**src/rtl/rst_sequencer.sv**
```systemverilog
// Central reset sequencer: pulses the PLL reset, waits for a stable lock with
// timeout and bounded retry, then releases downstream reset domains in order.
module rst_sequencer #(
  parameter int PLL_RST_CYCLES = 4,
  parameter int LOCK_TIMEOUT   = 1024,
  parameter int LOCK_STABLE    = 16,
  parameter int NUM_STAGES     = 3,
  parameter int STAGE_DELAY    = 100,
  parameter int MAX_RETRY      = 3,
  parameter int CNT_W          = 16
) (
  input  logic                  clk,
  input  logic                  rst_n,
  input  logic                  pll_locked,
  input  logic                  soft_rst,
  input  logic                  fault_clr,
  output logic                  pll_rst,
  output logic [NUM_STAGES-1:0] stage_rst_n,
  output logic                  ready,
  output logic                  fault,
  output logic [3:0]            retry_cnt
);

  localparam int IDX_W = (NUM_STAGES > 1) ? $clog2(NUM_STAGES) : 1;

  localparam logic [CNT_W-1:0] CNT_ONE           = CNT_W'(1);
  localparam logic [CNT_W-1:0] PLL_RST_LAST      = CNT_W'(PLL_RST_CYCLES - 1);
  localparam logic [CNT_W-1:0] LOCK_TIMEOUT_LAST = CNT_W'(LOCK_TIMEOUT - 1);
  localparam logic [CNT_W-1:0] LOCK_STABLE_LAST  = CNT_W'(LOCK_STABLE - 1);
  localparam logic [CNT_W-1:0] STAGE_DELAY_LAST  = CNT_W'(STAGE_DELAY - 1);
  localparam logic [IDX_W-1:0] IDX_ONE           = IDX_W'(1);
  localparam logic [IDX_W-1:0] IDX_LAST          = IDX_W'(NUM_STAGES - 1);
  localparam logic [3:0]       RETRY_LIMIT       = 4'(MAX_RETRY);

  typedef enum logic [2:0] {
    ST_PLL_RST   = 3'd0,
    ST_WAIT_LOCK = 3'd1,
    ST_SETTLE    = 3'd2,
    ST_RELEASE   = 3'd3,
    ST_RUN       = 3'd4,
    ST_FAULT     = 3'd5
  } state_t;

  state_t                  state_r, state_nxt;
  logic [CNT_W-1:0]        cnt_r, cnt_nxt;
  logic [IDX_W-1:0]        idx_r, idx_nxt;
  logic [3:0]              retry_r, retry_nxt;
  logic                    pll_rst_r, pll_rst_nxt;
  logic [NUM_STAGES-1:0]   stage_r, stage_nxt;
  logic                    ready_r, ready_nxt;
  logic                    fault_r, fault_nxt;
  logic [1:0]              lock_sync_r;
  logic                    lock_s;
  logic                    restart_req_s;
  logic                    restart_s;

  function automatic logic [3:0] sat_inc4(input logic [3:0] v);
    if (v == 4'hF) begin
      return 4'hF;
    end else begin
      return v + 4'd1;
    end
  endfunction

  // Two-flop synchroniser for the asynchronous PLL lock input
  always_ff @(posedge clk or negedge rst_n) begin
    if (!rst_n) begin
      lock_sync_r <= 2'b00;
    end else begin
      lock_sync_r <= {lock_sync_r[0], pll_locked};
    end
  end

  assign lock_s = lock_sync_r[1];

  // Lock loss only matters once domains are being released; FAULT ignores both sources
  assign restart_req_s = soft_rst |
                         (~lock_s & ((state_r == ST_RELEASE) | (state_r == ST_RUN)));

  // Next-state and next-output logic for the sequencing FSM
  always_comb begin
    state_nxt   = state_r;
    cnt_nxt     = cnt_r;
    idx_nxt     = idx_r;
    retry_nxt   = retry_r;
    pll_rst_nxt = pll_rst_r;
    stage_nxt   = stage_r;
    ready_nxt   = ready_r;
    fault_nxt   = fault_r;
    restart_s   = 1'b0;

    if ((state_r != ST_FAULT) && restart_req_s) begin
      restart_s = 1'b1;
    end else begin
      case (state_r)
        ST_PLL_RST: begin
          pll_rst_nxt = 1'b1;
          if (cnt_r == PLL_RST_LAST) begin
            state_nxt   = ST_WAIT_LOCK;
            cnt_nxt     = '0;
            pll_rst_nxt = 1'b0;
          end else begin
            cnt_nxt = cnt_r + CNT_ONE;
          end
        end
        ST_WAIT_LOCK: begin
          if (lock_s) begin
            state_nxt = ST_SETTLE;
            cnt_nxt   = '0;
          end else if (cnt_r == LOCK_TIMEOUT_LAST) begin
            cnt_nxt = '0;
            if (retry_r == RETRY_LIMIT) begin
              state_nxt   = ST_FAULT;
              fault_nxt   = 1'b1;
              pll_rst_nxt = 1'b0;
              stage_nxt   = '0;
              ready_nxt   = 1'b0;
            end else begin
              state_nxt   = ST_PLL_RST;
              retry_nxt   = sat_inc4(retry_r);
              pll_rst_nxt = 1'b1;
            end
          end else begin
            cnt_nxt = cnt_r + CNT_ONE;
          end
        end
        ST_SETTLE: begin
          // A lock glitch here is not a timeout, so the retry budget is untouched
          if (!lock_s) begin
            state_nxt = ST_WAIT_LOCK;
            cnt_nxt   = '0;
          end else if (cnt_r == LOCK_STABLE_LAST) begin
            state_nxt = ST_RELEASE;
            cnt_nxt   = '0;
            idx_nxt   = '0;
          end else begin
            cnt_nxt = cnt_r + CNT_ONE;
          end
        end
        ST_RELEASE: begin
          if (cnt_r == STAGE_DELAY_LAST) begin
            cnt_nxt            = '0;
            stage_nxt[idx_r]   = 1'b1;
            if (idx_r == IDX_LAST) begin
              state_nxt = ST_RUN;
              ready_nxt = 1'b1;
            end else begin
              idx_nxt = idx_r + IDX_ONE;
            end
          end else begin
            cnt_nxt = cnt_r + CNT_ONE;
          end
        end
        ST_RUN: begin
          pll_rst_nxt = 1'b0;
          stage_nxt   = '1;
          ready_nxt   = 1'b1;
        end
        ST_FAULT: begin
          pll_rst_nxt = 1'b0;
          stage_nxt   = '0;
          ready_nxt   = 1'b0;
          fault_nxt   = 1'b1;
          if (fault_clr) begin
            state_nxt   = ST_PLL_RST;
            fault_nxt   = 1'b0;
            retry_nxt   = 4'd0;
            cnt_nxt     = '0;
            pll_rst_nxt = 1'b1;
          end else begin
            state_nxt = ST_FAULT;
          end
        end
        default: begin
          restart_s = 1'b1;
        end
      endcase
    end

    if (restart_s) begin
      state_nxt   = ST_PLL_RST;
      cnt_nxt     = '0;
      idx_nxt     = '0;
      retry_nxt   = 4'd0;
      pll_rst_nxt = 1'b1;
      stage_nxt   = '0;
      ready_nxt   = 1'b0;
      fault_nxt   = 1'b0;
    end else begin
      state_nxt = state_nxt;
    end
  end

  // State, counters and registered outputs
  always_ff @(posedge clk or negedge rst_n) begin
    if (!rst_n) begin
      state_r   <= ST_PLL_RST;
      cnt_r     <= '0;
      idx_r     <= '0;
      retry_r   <= 4'd0;
      pll_rst_r <= 1'b1;
      stage_r   <= '0;
      ready_r   <= 1'b0;
      fault_r   <= 1'b0;
    end else begin
      state_r   <= state_nxt;
      cnt_r     <= cnt_nxt;
      idx_r     <= idx_nxt;
      retry_r   <= retry_nxt;
      pll_rst_r <= pll_rst_nxt;
      stage_r   <= stage_nxt;
      ready_r   <= ready_nxt;
      fault_r   <= fault_nxt;
    end
  end

  assign pll_rst     = pll_rst_r;
  assign stage_rst_n = stage_r;
  assign ready       = ready_r;
  assign fault       = fault_r;
  assign retry_cnt   = retry_r;

endmodule

```
**config.mk**
```make
export PLATFORM = sky130hd
export DESIGN_NAME = rst_sequencer
export DESIGN_NICKNAME = d
export VERILOG_FILES = /design/src/rtl/rst_sequencer.sv
export SDC_FILE = /design/constraint.sdc
export NUM_CORES = 1
export LEC_CHECK = 0
export BUFFER_PORTS_ARGS = -buffer_cell sky130_fd_sc_hd__buf_2
export CAP_MARGIN = 20
export CORE_MARGIN = 2
export CORE_UTILIZATION = 35
export CTS_CLUSTER_DIAMETER = 30
export DETAILED_ROUTE_END_ITERATION = 7
export PLACE_DENSITY = 0.57
export SYNTH_ARGS = -nofsm -noshare
export SYNTH_HDL_FRONTEND = slang
export SYNTH_SLANG_ARGS = --single-unit
```
**constraint.sdc**
```tcl
create_clock -name clk -period 3.3 [get_ports clk]
set_input_delay 0.165 -clock clk [delete_from_list [all_inputs] [get_ports clk]]
set_output_delay 0.165 -clock clk [all_outputs]
set_load 0.02 [all_outputs]
```
# Word level (Yosys, flattened, before mapping)
# Cells that the tools add are included.
[totals] regBits=33 in_bits=5
[op_classes] n_addsub=3 reduce_logical=17 n_mux=71 eq_ne=27 order_cmp=2 n_bitwise=5
[ops] operator="two-way mux 16 bit" n=9
[ops] operator="case mux 16 bit (5 select lines)" n=1
[ops] operator="two-way mux 3 bit" n=17
[ops] operator="!= test 3 bit (second input constant)" n=10
[ops] operator="two-way mux 4 bit" n=7
[ops] operator="two-way mux 1 bit" n=23
[ops] operator="AND reduction 6 bit" n=3
[ops] operator="adder 16 x 1 -> 16 bit (second input constant)" n=1
[ops] operator="equality test 16 x 10 -> 1 bit (second input constant)" n=1
[ops] operator="equality test 16 x 2 -> 1 bit (second input constant)" n=1
[ops] operator="equality test 16 x 4 -> 1 bit (second input constant)" n=1
[ops] operator="equality test 16 x 7 -> 1 bit (second input constant)" n=1
[ops] operator="case mux 3 bit (5 select lines)" n=1
[ops] operator="AND reduction 7 bit" n=2
[ops] operator="two-way mux 2 bit" n=6
[ops] operator="case mux 3 bit (4 select lines)" n=1
[ops] operator="nonzero test 5 bit" n=2
[ops] operator="!= test 4 bit (second input constant)" n=2
[ops] operator="case mux 1 bit (4 select lines)" n=2
[ops] operator="case mux 4 bit (2 select lines)" n=1
[ops] operator="equality test 3 x 2 -> 1 bit (second input constant)" n=2
[ops] operator="equality test 3 bit (second input constant)" n=2
[ops] operator="!= test 3 x 2 -> 1 bit (second input constant)" n=2
[ops] operator="nonzero test 3 bit" n=2
[ops] operator="23 further kinds" n=25

# Logic depth before layout (Yosys ltp)
# Gate-level depths: netlist (run 1).
[depth] ltp_word=9 mapped_depth=8

# Worst setup path before layout (run 1)
# Ideal clock, no wire load.
[synth_timing] path_type="reg2reg" from="register retry_r[0] (netlist: retry_cnt[0])" to="register retry_r[0] (netlist: retry_cnt[0])" synth_period_minus_slack_ns=2.023 path_stages_with_launch=7 setup_ns=0.125 n_path_buf=0 t_arrival_ns=1.899 path_slack_ns=1.277 cell_sequence="dfrtp_1 > ha_1 > or3b_2 > o21ai_0 > o2bb2ai_1 > nor2b_4 > mux2_2"
[synth_between] elab_chain_len=8
[synth_lines] element="from (decl)" line="47" source="logic [3:0] retry_r, retry_nxt;"
[synth_lines] element="from (signal assigned)" line="209" source="retry_r <= retry_nxt;"
[synth_lines] element="adder 4 x 1 -> 4 bit / equality test 4 bit (equally long branches)" line="61, 58"
[synth_lines] element="two-way mux 4 bit" line="58" source="if (v == 4'hF) begin"
[synth_lines] element="two-way mux 4 bit" line="112" source="if (retry_r == RETRY_LIMIT) begin"
[synth_lines] element="two-way mux 4 bit" line="110" source="end else if (cnt_r == LOCK_TIMEOUT_LAST) begin"
[synth_lines] element="two-way mux 4 bit" line="107" source="if (lock_s) begin"
[synth_lines] element="case mux 4 bit (2 select lines)" line="95" source="case (state_r)"
[synth_lines] element="two-way mux 4 bit" line="92" source="if ((state_r != ST_FAULT) && restart_req_s) begin"
[synth_lines] element="two-way mux 4 bit" line="180" source="if (restart_s) begin"
# Several ways; a longest one is shown, not always the timed one. The select of a mux whose other input is x is not followed.
# A chain may end at the register's enable or synchronous reset.

# Final worst setup path (run 1)
[layout_timing] from="register cnt_r[0]" to="register cnt_r[7]"
[layout_between] elab_chain_len=6
[layout_lines] element="from (decl)" line="45" source="logic [CNT_W-1:0] cnt_r, cnt_nxt;"
[layout_lines] element="from (signal assigned)" line="207" source="cnt_r <= cnt_nxt;"
[layout_lines] element="adder 16 x 1 -> 16 bit, or another cell as far along"
[layout_lines] element="two-way mux 16 bit (on tied branches)" line="132, 110"
[layout_lines] element="two-way mux 16 bit (on tied branches)" line="129, 107"
[layout_lines] element="case mux 16 bit (5 select lines) (*)" line="95"
[layout_lines] element="two-way mux 16 bit (*)" line="92"
[layout_lines] element="two-way mux 16 bit (*)" line="180"
# Mark *: on every way between the ends. The rest lies on a longest branch, timed or not. The select of a mux whose other input is x is not followed.

==> qor.yml, run 1 <==
outcome:
  status: "completed"
yosys:
  yosysWarnings: 0
  ys.flop_type: "dfrtp_1"
  synth_edf_count: 0
  synthMostInstantiatedCell: "dfrtp_1"
  ys_top_cells_by_area: "dfrtp_1, nor2_1, nand2_1"
  syn-cell-area_sq_mm: 0.00209
  ys_ff_latch: 33
  synthesis.instances: 231
  yosys.area.top_type_share: 0.382
  syn_nets: 241
  yosysTopAreaCell: "dfrtp_1"
  yosysSeqAreaShare: 0.395
  synth_common_cells: "dfrtp_1, nor2_1, nand2_1"
  async_flop_share: 1.00
  syn_area_per_cell_sq_um: 9.07
  synth.distinct_cells: 56
die:
  dieHeight_um: 81.4
  die_w_um: 81.4
  start_util: 0.358
  rows: 28
  core_area_sq_mm: 0.00585
  io_pins: 15
  dieArea_sq_mm: 0.00662
sta:
  fin_skew_ps: 9.30
  clock.fmax_ghz: 0.458
  worstMarginPinSlew_ps: 776
  drv_slew: 0
  min_period_ps: 2190
  setup_viol: 0
  rsz0062_at_grt: "false"
  relSlewSlack: 0.483
  finalHoldViolCount: 0
  finalCritPeriodShare: 0.662
  tns_ps: 0
setup_path:
  regToRegSetupSlack_ps: 1110
  rr_startpoint: "cnt_r[0]"
  cp-start-kind: "register"
  reg2reg_depth: 7
  critPathArrivalTime_ps: 2360
  worstSetupPathType: "register to register"
  crit_fanout: 7
  cp-end-kind: "register"
  cp.required_ps: 3470
  timing.rr.end: "cnt_r[7]"
final_layout:
  diodes: 0
  fillers: 596
  area_delta_synth_final_pct: 11.5
  postLayoutCellArea_sq_mm: 0.00233
  nets: 259
  ff_latch_area_sq_um: 827
  post-route-util: 0.399
  fin_cells: 324
  drive_above_1_share: 0.165
  multi_input_area_sq_mm: 0.00119
grt:
  grt_max_degree: 34
  grt-ovfl-total: 0
  antenna_found_initial: 0
  grt_pass1_wl_mm: 7.47
  track_usage: 0.148
  grt_pass1_vias: 1604
clock_tree:
  ctsRootBufferMaster: "clkbuf_8"
  clkTransAtPathRegs_ps: 70
  htree_levels: 2
  cts_buffers: 5
  cts_resized: 0
  cts.sinks: 33
  post_cts_buffers: 0
  insertion_delay_ps: 290
  clk_path_buf_depth: 2
  cts_tree: "yes"
job:
  drv_cap: 0
worst_hold_path:
  hold_path_depth: 2
  worstHoldStart: "fault_clr"
  min_path_type: "input port to register"
  min_to: "fault"
placed_design:
  numPortBuffers: 14
  gp_congestion: 0.896
  place_area_sq_mm: 0.00223
  place_inst: 315
  dp_hpwl_mm: 3.15
pwr:
  vdd_drop_max_v: 0.000280
  p_leak_nw: 0.997
  powerDensity_mw_per_mm2: 593
detailed_routing:
  wl_met2_mm: 2.01
  ant_nets: 0
  routed.top_layer: "met4"
  routed-wl-met3_um: 194
  vias: 1729
  drt-met1-wl_mm: 2.16
  vias_per_cell: 5.34
  first_pass_iters: 4
  drt_iter0_drc: 85
  wl_mm: 4.43
  wire_per_inst_um: 13.7
  drc: 0
## flip-flops by register name, indices dropped and copies added, names as in the netlist
signal       count
state_r          3
retry_cnt        4
idx_r            2
cnt_r           16
lock_sync_r      2
pll_rst          1
stage_rst_n      3
ready            1
fault            1
## worst max path at each step
stage | to | cells after the start | from
after floorplan | retry_cnt[0] | 6 | retry_cnt[0]
after global placement | cnt_r[5] | 7 | cnt_r[0]
after detailed placement | cnt_r[2] | 7 | cnt_r[0]
after CTS | cnt_r[7] | 7 | cnt_r[0]
after global routing | cnt_r[5] | 7 | cnt_r[0]
final | cnt_r[7] | 7 | cnt_r[0]
## per-layer routing
| layer | track usage | up-vias |
|---|---|---|
| met2 | 0.241 | 33 |
| met4 | 0.0559 | 0 |
| met3 | 0.0300 | 8 |
| li1 | - | 866 |
| met5 | 0 | - |
| met1 | 0.192 | 822 |
## area by class of cell
class                   instances  area share
flip-flops and latches         33       0.354
repair buffers                 17      0.0418
clock buffers                   7      0.0370
inverters                      11      0.0177
well taps                      75      0.0402
multi-input cells             181       0.509
## metrics by stage
step / hold slack, ps / power [W] / setup slack (ps)
2_1_floorplan: -131 / 0.000962 / 1280
4_1_cts: 134 / 0.00140 / 1080
3_5_place_dp: 280 / 0.00109 / 1110
3_3_place_gp: 279 / 0.00108 / 1140
6_report: 138 / 0.00138 / 1110
5_1_grt: 160 / 0.00148 / 929
## kinds of logic (layout without fill, tap and decap cells)
family / Yosys count / in the layout / synth area share
buffers and inverters: 17 / 35 / 0.0376
adders and majority gates: 5 / 5 / 0.0299
DFF: 33 / 33 / 0.395
and+or+nand+nor: 102 / 102 / 0.283
xor gates and xnor gates: 9 / 9 / 0.0376
muxes: 4 / 4 / 0.0203
AOI/OAI and AO/OA: 61 / 61 / 0.197
## layout by cell type (no fill, tap or decap), types with 2 or more instances in the layout
| cell | instances |
|---|---|
| dlygate4sd3_1 | 2 |
| nor2b_1 | 5 |
| nor2_1 | 23 |
| or3_1 | 3 |
| o21ai_0 | 14 |
| and3_1 | 6 |
| o21a_1 | 4 |
| nor4_4 | 2 |
| nand4_1 | 5 |
| nand2_1 | 22 |
| a21oi_1 | 12 |
| nor3b_1 | 2 |
| o21ai_1 | 5 |
| clkbuf_8 | 6 |
| nand2b_1 | 8 |
| nand4_2 | 2 |
| nand3_1 | 8 |
| mux2_2 | 2 |
| a41oi_1 | 2 |
| nor3_1 | 4 |
| xor2_1 | 2 |
| dfrtp_1 | 32 |
| inv_1 | 11 |
| o21ai_2 | 2 |
| mux2i_1 | 2 |
| ha_1 | 5 |
| o21bai_1 | 2 |
| xnor2_1 | 7 |
| buf_2 | 14 |
| o2bb2ai_1 | 6 |
## worst max-delay path: stages, from the launching register on
cell and delay [ps]:
dfrtp_1 400, ha_1 220, nor3b_1 400, nand4_2 220, a31o_2 320, o21ai_2 260
o21ai_1 120, o2bb2ai_1 140
## power breakdown
part / switching, W / internal [W] / total [W]
Combinational: 0.000306 / 0.000210 / 0.000516
Clock: 0.000143 / 0.000165 / 0.000308
Sequential: 0.0000910 / 0.000469 / 0.000560
Total: 0.000540 / 0.000845 / 0.00138
## what timing repair did
item                                   in CTS  in global routing
hold buffers                                2                  0
endpoints found under the hold margin      33                  0
setup endpoints to repair                   0                  0
(Power assumes the default switching activity.)
==> run 2, diff against run 1 <==
PLACE_DENSITY = 0.59   (was 0.57)
clock period = 1.8 ns   (was 3.3 ns; I/O delays follow)
==> run 2 against run 1 <==
Against the previous run:
- the flow now finishes with violations (negative setup slack)
- power up 120%
- routed wire length up 21%
- first-iteration DRC count up 25%
- register-to-register slack worse by 1300 ps
- largest cell class unchanged
- via count up 16%
==> qor.yml, run 2 (synthesis results as in run 1) <==
final_layout:
  drive_above_1_share: 0.410  # was 0.165
  layout_commonest_cell: "buf_4"  # was dfrtp_1
  diodes: 0  # unchanged
  post-route-util: 0.507  # was 0.399
  nets: 322  # was 259
  fillers: 536  # was 596
  largest_reg_flops: 16  # unchanged
  area_delta_synth_final_pct: 41.5  # was 11.5%
  layout_common_cells: "buf_4, dfrtp_1, nor2_1"  # was dfrtp_1, nor2_1, nand2_1
  top_register: "cnt_r"  # unchanged
sta:
  relSlewSlack: 0.494  # was 0.483
  setup_viol: 28  # was 0
  min_period_ps: 1950  # was 2190 ps
  clock.fmax_ghz: 0.514  # was 0.458 GHz
  setup_ws_ps: -146  # was 1110 ps
  finalCritPeriodShare: 1.08  # was 0.662
  worstMarginPinSlew_ps: 759  # was 776 ps
  hold_slack_ps: 64.6  # was 138 ps
  rsz0062_at_grt: "true"  # was false
  drv_slew: 0  # unchanged
  finalHoldViolCount: 0  # unchanged
  fin_skew_ps: 3.74  # was 9.30 ps
clock_tree:
  htree_levels: 2  # unchanged
  cts_tree: "yes"  # unchanged
  insertion_delay_ps: 280  # was 290 ps
  ctsRootBufferMaster: "clkbuf_8"  # unchanged
  clkTransAtPathRegs_ps: 70  # about the same
  cts.sinks: 33  # unchanged
  clk_path_buf_depth: 2  # unchanged
  cts_buffers: 5  # unchanged
pwr:
  powerDensity_mw_per_mm2: 1030  # was 593 mW/mm^2
  vdd_drop_max_v: 0.000527  # was 0.000280 V
  fin_total_pwr_w: 0.00306  # was 0.00138 W
  p_leak_nw: 1.36  # was 0.997 nW
grt:
  grt_pass1_vias: 1936  # was 1604
  antenna_found_initial: 0  # unchanged
  track_usage: 0.176  # was 0.148
  grt-ovfl-total: 0  # unchanged
  grt_pass1_wl_mm: 8.88  # was 7.47 mm
  grt_max_degree: 34  # unchanged
outcome:
  violations: "negative setup slack"
  status: "finished with violations"  # was completed
placed_design:
  gp_congestion: 0.878  # was 0.896
  dp_hpwl_mm: 3.77  # was 3.15 mm
  numPortBuffers: 14  # unchanged
setup_path:
  worstSetupPathType: "register to register"  # unchanged
  cp-start-kind: "register"  # unchanged
  cp-end-kind: "register"  # unchanged
  critPathArrivalTime_ps: 2120  # was 2360 ps
  crit_fanout: 3  # was 7
  cp.required_ps: 1980  # was 3470 ps
die:
  dieArea_sq_mm: 0.00662  # unchanged
  rows: 28  # unchanged
  io_pins: 15  # unchanged
  start_util: 0.358  # unchanged
  dieHeight_um: 81.4  # unchanged
  core_area_sq_mm: 0.00585  # unchanged
  die_w_um: 81.4  # unchanged
detailed_routing:
  ant_nets: 0  # unchanged
  first_pass_iters: 4  # unchanged
  drt_iter0_drc: 106  # was 85
  vias_per_cell: 5.19  # was 5.34
  vias: 2007  # was 1729
  drc: 0  # unchanged
  wl_mm: 5.35  # was 4.43 mm
  wire_per_inst_um: 13.8  # was 13.7 um
job:
  drv_cap: 0  # unchanged
worst_hold_path:
  min_path_type: "input port to register"  # unchanged
[run 2: layout make-up]
cell class / instances / area (sq um) / share of cell area
multi-input combinational: 181 / 1340 / 0.452
sequential: 33 / 830 / 0.280
timing repair buffer: 80 / 574 / 0.194
clock buffer: 7 / 86.3 / 0.0291
tap: 75 / 93.8 / 0.0317
inverter: 11 / 41.3 / 0.0139
[run 2: layer usage]
| metal | up-vias | GRT usage | part of all wire |
|---|---|---|---|
| met5 | - | 0 | 0 |
| met4 | 0 | 0.0661 | 0.027 |
| met3 | 16 | 0.0444 | 0.050 |
| met2 | 50 | 0.304 | 0.49 |
| met1 | 944 | 0.209 | 0.44 |
| li1 | 997 | - | - |
[run 2: power breakdown]
group | internal, W | leakage (nW) | switching, W
clock | 0.000303 | 0.0443 | 0.000264
sequential | 0.000865 | 0.440 | 0.0000933
combinational | 0.000724 | 0.871 | 0.000812
total | 0.00189 | 1.36 | 0.00117
[run 2: critical path, cell delays in order (launching register included)]
cell and delay (ps):
dfrtp_1 410, nor4_4 350, buf_4 170, nand4_2 90, buf_4 180, o21ai_4 140, o2111ai_2 150, buf_4 180
a21o_1 170
[run 2: what timing repair did]
action	in CTS	in global routing
gates resized for setup	19	11
hold buffers	2	0
buffers inserted	5	3
pin swaps	23	15
hold endpoints to repair	33	0
setup endpoints to repair	28	31
[run 2: final timing paths]
kind	start	to	slack [ps]	depth (start not counted)
worst max register to register	cnt_r[14]	state_r[0]	-150	8
worst min-delay path	fault_clr	fault	60	2
worst min register to register	lock_sync_r[0]	lock_sync_r[1]	350	0
min in group asynchronous	rst_n	stage_rst_n[0]	410	2
max in group asynchronous	rst_n	retry_cnt[0]	860	2
worst max-delay path	cnt_r[14]	state_r[0]	-150	8
[run 2: per-stage QoR]
| stage | setup TNS [ps] | instance area [sq um] | cells | worst slack (ps) |
|---|---|---|---|---|
| after floorplan | -70.8 | 2130 | 231 | -35.4 |
| final | -2500 | 2960 | 387 | -146 |
| after global routing | -6280 | 2960 | 387 | -271 |
| after CTS | -1710 | 2890 | 384 | -125 |
| after detailed placement | -1960 | 2670 | 370 | -195 |
| after global placement | -1060 | 2670 | 370 | -125 |
